`config.mk`:
```
export PLATFORM = sky130hd
export DESIGN_NAME = uart_sipo_rx
export DESIGN_NICKNAME = d
export VERILOG_FILES = /design/src/rtl/uart_sipo_rx.sv
export SDC_FILE = /design/constraint.sdc
export NUM_CORES = 1
export LEC_CHECK = 0
export ABC_AREA = 1
export BUFFER_PORTS_ARGS = -buffer_cell sky130_fd_sc_hd__buf_2
export CAP_MARGIN = 40
export CORE_MARGIN = 10
export CORE_UTILIZATION = 40
export DETAILED_ROUTE_END_ITERATION = 8
export SLEW_MARGIN = 40
export SYNTH_ARGS = -nofsm -noshare
export SYNTH_HDL_FRONTEND = slang
export SYNTH_SLANG_ARGS = --single-unit
```
`constraint.sdc`:
```
create_clock -name baud_clk -period 3.66 [get_ports baud_clk]
set_input_delay 0.183 -clock baud_clk [delete_from_list [all_inputs] [get_ports baud_clk]]
set_output_delay 0.183 -clock baud_clk [all_outputs]
set_load 0.01 [all_outputs]
```
`src/rtl/uart_sipo_rx.sv`:
```
// ---------------------------------------------------------------------------
// uart_sipo_rx
// UART receiver (serial in, parallel out). Oversamples data_rx on baud_clk,
// validates the start bit at mid-bit, then shifts in 8 data bits LSB first,
// followed by a parity bit and a stop bit. A completed frame loads data_out
// and the error flags, and pulses done_flag for one cycle.
//
// Ports
//   baud_clk    in   clock, OVERSAMPLE x bit rate
//   reset       in   asynchronous reset, active low
//   data_rx     in   asynchronous serial line, idles high
//   parity_bit  in   parity mode: 0 = even, 1 = odd
//   data_out    out  last received byte, held until the next frame completes
//   active_flag out  high while a frame is in progress (START..STOP)
//   done_flag   out  one-cycle pulse when a frame completes
//   parity_err  out  parity error of the last frame
//   frame_err   out  stop bit of the last frame sampled 0
// ---------------------------------------------------------------------------
module uart_sipo_rx #(
    parameter int OVERSAMPLE = 16
) (
    input  logic       baud_clk,
    input  logic       reset,
    input  logic       data_rx,
    input  logic       parity_bit,
    output logic [7:0] data_out,
    output logic       active_flag,
    output logic       done_flag,
    output logic       parity_err,
    output logic       frame_err
);

    localparam int CW = $clog2(OVERSAMPLE);
    localparam logic [CW-1:0] HALF_M1 = CW'(OVERSAMPLE / 2 - 1);
    localparam logic [CW-1:0] LAST    = CW'(OVERSAMPLE - 1);

    typedef enum logic [2:0] {
        S_IDLE, S_START, S_DATA, S_PARITY, S_STOP, S_BREAK
    } state_t;

    state_t          state_q, state_d;
    logic [CW-1:0]   cnt_q, cnt_d;
    logic [3:0]      idx_q, idx_d;
    logic [7:0]      shift_q, shift_d;
    logic            perr_q, perr_d;      // parity result of the frame in flight
    logic [7:0]      data_q, data_d;
    logic            par_err_q, par_err_d;
    logic            frm_err_q, frm_err_d;
    logic            done_q, done_d;
    logic            sync1_q, sync2_q;
    logic            rx_s;

    assign rx_s        = sync2_q;
    assign data_out    = data_q;
    assign done_flag   = done_q;
    assign parity_err  = par_err_q;
    assign frame_err   = frm_err_q;
    // Decoded from the state register, so it drops on the same edge that
    // raises done_flag (STOP -> IDLE/BREAK).
    assign active_flag = (state_q == S_START) || (state_q == S_DATA) ||
                         (state_q == S_PARITY) || (state_q == S_STOP);

    always_ff @(posedge baud_clk or negedge reset) begin
        if (!reset) begin
            sync1_q   <= 1'b1;
            sync2_q   <= 1'b1;
            state_q   <= S_IDLE;
            cnt_q     <= '0;
            idx_q     <= '0;
            shift_q   <= '0;
            perr_q    <= 1'b0;
            data_q    <= '0;
            par_err_q <= 1'b0;
            frm_err_q <= 1'b0;
            done_q    <= 1'b0;
        end else begin
            sync1_q   <= data_rx;
            sync2_q   <= sync1_q;
            state_q   <= state_d;
            cnt_q     <= cnt_d;
            idx_q     <= idx_d;
            shift_q   <= shift_d;
            perr_q    <= perr_d;
            data_q    <= data_d;
            par_err_q <= par_err_d;
            frm_err_q <= frm_err_d;
            done_q    <= done_d;
        end
    end

    always_comb begin
        state_d   = state_q;
        cnt_d     = cnt_q + CW'(1);
        idx_d     = idx_q;
        shift_d   = shift_q;
        perr_d    = perr_q;
        data_d    = data_q;
        par_err_d = par_err_q;
        frm_err_d = frm_err_q;
        done_d    = 1'b0;

        case (state_q)
            S_IDLE: begin
                cnt_d = '0;
                if (!rx_s) state_d = S_START;
            end
            S_START: begin
                // Mid start bit: a line that has gone high again was a glitch.
                if (cnt_q == HALF_M1) begin
                    cnt_d = '0;
                    if (rx_s) begin
                        state_d = S_IDLE;
                    end else begin
                        state_d = S_DATA;
                        idx_d   = '0;
                    end
                end
            end
            S_DATA: begin
                // Explicit wrap keeps the bit period right for non power-of-2
                // OVERSAMPLE values.
                if (cnt_q == LAST) begin
                    cnt_d               = '0;
                    shift_d[idx_q[2:0]] = rx_s;
                    if (idx_q == 4'd7) state_d = S_PARITY;
                    else               idx_d   = idx_q + 4'd1;
                end
            end
            S_PARITY: begin
                if (cnt_q == LAST) begin
                    cnt_d   = '0;
                    perr_d  = ^{shift_q, rx_s, parity_bit};
                    state_d = S_STOP;
                end
            end
            S_STOP: begin
                // Leaving at mid stop bit leaves half a bit of margin to catch
                // the next start edge in back-to-back traffic.
                if (cnt_q == LAST) begin
                    cnt_d     = '0;
                    data_d    = shift_q;
                    par_err_d = perr_q;
                    frm_err_d = ~rx_s;
                    done_d    = 1'b1;
                    state_d   = rx_s ? S_IDLE : S_BREAK;
                end
            end
            S_BREAK: begin
                // Held-low line: wait for idle so it is not taken as new frames.
                cnt_d = '0;
                if (rx_s) state_d = S_IDLE;
            end
            default: begin
                cnt_d   = '0;
                state_d = S_IDLE;
            end
        endcase
    end

endmodule

```
== After elaboration in Yosys (flattened, before gate mapping) ==
Cells that the tools add are included.

* Add/subtract/negate cells: 2
* $lt $le $gt $ge: 2
* Equal/unequal tests: 17
* Mux-type cells: 23
* Bitwise operators: 1
* Reduce and logical (&&, ||, !) cells: 13

{| class="wikitable"
|+ Operators by type and width
! operator !! number
|-
| 3-bit two-way mux || 8
|-
| 4-bit two-way mux || 6
|-
| 3-bit one-hot mux with 6 select lines || 1
|-
| 4-bit one-hot mux with 2 select lines || 2
|-
| 2-bit by 1-bit != test with 1-bit output (second input constant) || 5
|-
| 10-bit XOR reduction || 1
|-
| 4-bit by 1-bit adder with 4-bit output (second input constant) || 2
|-
| 8-bit bitwise mux || 1
|-
| 4-bit by 3-bit == test with 1-bit output (second input constant) || 2
|-
| 2-bit != test (second input constant) || 4
|-
| 7-bit AND reduction || 1
|-
| 3-bit by 2-bit == test with 1-bit output (second input constant) || 2
|-
| 3-bit == test (second input constant) || 2
|-
| 2-bit AND reduction || 3
|-
| 5-bit AND reduction || 1
|-
| 4-bit == test (second input constant) || 1
|-
| 3-bit by 4-bit less-than comparator with 1-bit output (second input constant) || 1
|-
| 1-bit demux with 3-bit select || 1
|-
| 3-bit by 1-bit == test with 1-bit output (second input constant) || 1
|-
| 3-bit by 1-bit greater-or-equal comparator with 1-bit output (second input constant) || 1
|-
| 3-bit logical NOT || 1
|-
| 1-bit logical OR || 3
|-
| 1-bit two-way mux || 3
|-
| 3-bit OR reduction || 1
|-
| other kinds (4) || 4
|}

* Register bits: 33
* Output and inout bits: 12
* Word-level logic and storage cells: 69

== Logic depth before layout (Yosys ltp) ==
* Depth in word-level cells: 5
* Gate-level depth with buffers: 11
* Gate-level depth less buffers: 11

== Worst setup path before layout ==
No wires, ideal clock.

* Path kind: reg-to-reg
* Start point: register cnt_q[0]
* End point: register data_q[6], in the netlist data_out[6]
* Setup time: 0.125 ns
* Arrival: 1.302 ns
* Data required time: 3.535 ns
* Path slack: 2.233 ns
* Stages on the path, launching flop included: 7
* Cells stage by stage: dfrtp_1 ha_1 nand2_1 nor2_1 inv_2 nor2_4 mux2_2

* Word-level cells in the longest chain between the ends: 2

{| class="wikitable"
|+ Ends and longest elaborated chain
! element !! RTL line !! text
|-
| from (decl) || 42 || <nowiki>logic [CW-1:0] cnt_q, cnt_d;</nowiki>
|-
| from (signal assigned) || 80 || <nowiki>cnt_q <= cnt_d;</nowiki>
|-
| 4-bit == test || 139 || <nowiki>if (cnt_q == LAST) begin</nowiki>
|-
| 2-bit AND reduction (no source line) || n/a ||
|-
| to (signal assigned) || 84 || <nowiki>data_q <= data_d;</nowiki>
|-
| to (decl) || 46 || <nowiki>logic [7:0] data_q, data_d;</nowiki>
|}

No other way between the ends.
A chain may end at the register's enable or synchronous reset.

== Worst setup path in the final report ==
* Start point: register cnt_q[0]
* End point: register data_q[7], in the netlist data_out[7]

The elaborated chain is that of the path after synthesis.

==> flow_metrics.py <==
metrics = {
    "floorplan": {
        "die-height_um": 85.56,
        "fp-row-count": 23,
        "fp.dieArea_um2": 7321,
        "initial_core_util_pct": 42.07,
        "die_w_um": 85.56,
        "core_area_um2": 4086,
        "io-pin-count": 16,
    },
    "worst_setup_path": {
        "r2r_end": "data_out[7]",
        "start_kind": "flip-flop",
        "path_class": "reg2reg",
        "crit_required_ns": 3.83,
        "critical_path.max_stage_delay_ns": 0.39,
        "timing.rr.start": "cnt_q[0]",
        "critPathCaptureType": "flip-flop",
        "crit_fanout": 17,
        "critPathArrivalTime_ns": 1.90,
        "r2r_slack_ns": 1.93,
        "reg2regPathDepth": 6,
        "slowest_stage": "mux2_2",
        "crit_chain": "ha_1 -> nand2_1 -> nor2_1 -> inv_2 -> nor2_4 -> mux2_2",
    },
    "timing": {
        "slew_viol_final": 0,
        "fin_skew_ns": 0.002791,
        "rsz0062_at_grt": "no",
        "post-route-period-util_pct": 47.34,
        "hold_viol_final": 0,
        "finalSetupViolCount": 0,
        "worst-slew-pin-transition_ns": 0.4152,
        "finalWorstPathRequiredPeriod_ns": 1.732,
        "fin_setup_tns_ns": 0,
        "slew_headroom_pct": 72.32,
        "clock.fmax_ghz": 0.5772,
    },
    "place": {
        "dpl.hpwl_um": 2466,
        "io_buffers": 15,
        "globalplace.congestion": 0.7690,
        "dpl-instance-area_um2": 1841,
    },
    "logic_synthesis": {
        "synth-seq-area-share_pct": 48.18,
        "syn_avg_cell_area_um2": 8.109,
        "synth_top_family_by_area": "simple AND/OR/NAND/NOR gates",
        "yosys.area.top_type": "dfrtp_1",
        "netlist-cell-type-count": 32,
        "synth.top_cells.by_area": "dfrtp_1 (45%), nand2_1 (15%), nor2_1 (4.6%)",
        "synthCells": 212,
        "ys_seq_elements": 33,
        "synthAdderAreaFrac_pct": 1.456,
        "synth_compound_area_share_pct": 9.534,
        "synth-edff-count": 0,
        "synthSimpleGateAreaFrac_pct": 30.57,
        "synth-async-reset-ratio_pct": 100.0,
        "muxShareOfSynthArea_pct": 2.620,
        "synth-xor-area-share_pct": 1.528,
        "synth_top_area_share_pct": 45.12,
        "yosysWarningCount": 0,
        "netlist_area_um2": 1719,
        "ys_dominant_reg_cell": "dfrtp_1",
        "synthesis.nets": 218,
    },
    "clock_network": {
        "cts_max_level": 2,
        "clock-sinks": 33,
        "root_buffer": "clkbuf_8",
        "clk-insertion-delay-late_ns": 0.28,
        "cts.path.max_buffers": 2,
        "path_clk_slew_ns": 0.07,
        "cts_tree": "built",
        "post_cts_buffers": 0,
        "numCtsBuffers": 5,
    },
    "grt": {
        "overflow": 0,
        "antenna_found_initial": 0,
        "track_usage_pct": 10.01,
        "grt_pass1_vias": 1339,
        "grt_pass1_wl_um": 6120,
        "grt_max_degree": 34,
    },
    "layout": {
        "fillers": 415,
        "nets": 239,
        "drive_above_1_share_pct": 20.51,
        "multi_input_area_um2": 785.8,
        "diodes": 0,
        "regArea_um2": 828.3,
        "post-route-cell-area_um2": 1949,
        "area_growth_pct": 13.39,
    },
    "route": {
        "drtIter0Drc": 32,
        "routed_wl_um": 3373,
        "vias": 1372,
        "drtAntennaViolNets": 0,
        "post_drt_wl_per_cell_um": 11.88,
        "vias_per_cell": 4.831,
        "drcViolationCount": 0,
        "first_pass_iters": 4,
    },
    "min_path": {
        "hold_depth": 0,
        "min_to": "rx_s",
        "hold_class": "reg2reg",
        "hp-start": "sync1_q",
    },
    "power_and_ir_drop": {
        "p_per_area_nw_per_um2": 528.3,
        "peakVddDrop_mv": 0.2632,
        "power_leakage_nw": 0.9709,
    },
    "run": {
        "maxCapViolCount": 0,
    },
    "outcome": {
        "status": "completed",
    },
}
-- synth_stat cells, types with 3 or more instances --
master and count:
nand2_1 67, o21ai_0 7, a21oi_1 8, inv_1 18, nor2_1 21, nor2_4 3, o21ai_1 7, mux2_2 4
o21a_1 3, dfrtp_1 31, inv_2 4, nand3_1 9, nand4_1 4
-- worst max-delay path by stage --
| stage | startpoint | to | slack (ns) | cells past startpoint |
|---|---|---|---|---|
| finish | cnt_q[0] | data_out[7] | 1.93 | 6 |
| global route | cnt_q[0] | parity_err | 1.82 | 6 |
| CTS | cnt_q[0] | data_out[7] | 1.91 | 6 |
| detailed placement | cnt_q[0] | data_out[6] | 1.94 | 6 |
| global placement | cnt_q[0] | data_out[6] | 1.97 | 6 |
| floorplan | cnt_q[0] | data_out[6] | 2.23 | 6 |
-- what timing repair did --
item                                    in CTS  in global routing
endpoints found under the setup margin       0                  0
hold buffers                                 2                  0
endpoints found under the hold margin       32                  0
gates resized for setup                      0                  0
-- layout by cell type, fill, tap and decap left out --
cell type and n:
a211oi_1 1, a21oi_1 8, a31oi_1 1, and2_1 1, buf_2 14, buf_4 1, clkbuf_8 5, clkinv_2 2
clkinvlp_4 1, dfrtp_1 31, dfstp_2 2, dlygate4sd3_1 2, ha_1 2, inv_1 18, inv_2 4, inv_4 1
mux2_2 4, nand2_1 67, nand2_2 2, nand2_4 1, nand3_1 9, nand3_2 2, nand3_4 1, nand4_1 4
nor2_1 21, nor2_2 2, nor2_4 3, nor3_1 1, o21a_1 3, o21ai_0 7, o21ai_1 7, o21ai_2 2
or2_2 1, xnor2_1 1, xor2_1 2
-- power breakdown --
| group | internal (mW) | switching, mW |
|---|---|---|
| combinational | 0.113 | 0.204 |
| sequential | 0.400 | 0.0393 |
| clock | 0.131 | 0.143 |
| total | 0.644 | 0.386 |
-- critical path: cells and delay by family, from the launching register on --
kind / cells / cell delay [ns]
and+or+nand+nor: 3 / 0.57
DFF: 1 / 0.37
adders and majority gates: 1 / 0.17
buffers and inverters: 1 / 0.11
muxes: 1 / 0.39
-- state kept, by name, summed over array words and instances (netlist names) --
name / cells
shift_q: 8
perr_q: 1
done_flag: 1
rx_s: 1
cnt_q: 4
parity_err: 1
data_out: 8
idx_q: 4
frame_err: 1
sync1_q: 1
state_q: 3
-- layout make-up --
class | count | area share (%)
Sequential cell | 33 | 42.49
Timing Repair Buffer | 17 | 5.006
Multi-Input combinational cell | 153 | 40.31
Inverter | 23 | 4.557
Clock inverter | 3 | 0.8986
Tap cell | 50 | 3.209
Clock buffer | 5 | 3.530
-- logic make-up after synthesis --
logic type | Yosys count
simple gates | 115
flops | 33
compound gates | 29
buf+inv | 26
mux | 4
xor+xnor | 3
fa+ha+maj | 2
-- metrics by stage --
step,setup slack (ns),util (%),std cells,hold slack [ns],total power [mW]
floorplan,2.233,-,212,-0.1126,0.6928
global placement,1.969,45.04,274,0.2901,0.7647
detailed placement,1.936,45.04,274,0.2899,0.7669
CTS,1.913,47.64,284,0.3603,1.041
global route,1.821,47.70,284,0.3690,1.108
finish,1.928,47.70,284,0.3624,1.030
-- routing by layer --
layer  vias up  share of wire, %  global-route usage, %
met5         -                 0                      0
met4         0               1.4                  4.341
met3         6               5.4                  3.784
met2        17                44                  14.65
met1       629                49                  12.79
li1        720                 -                      -
Note: power is estimated with default switching activity, not from simulation.
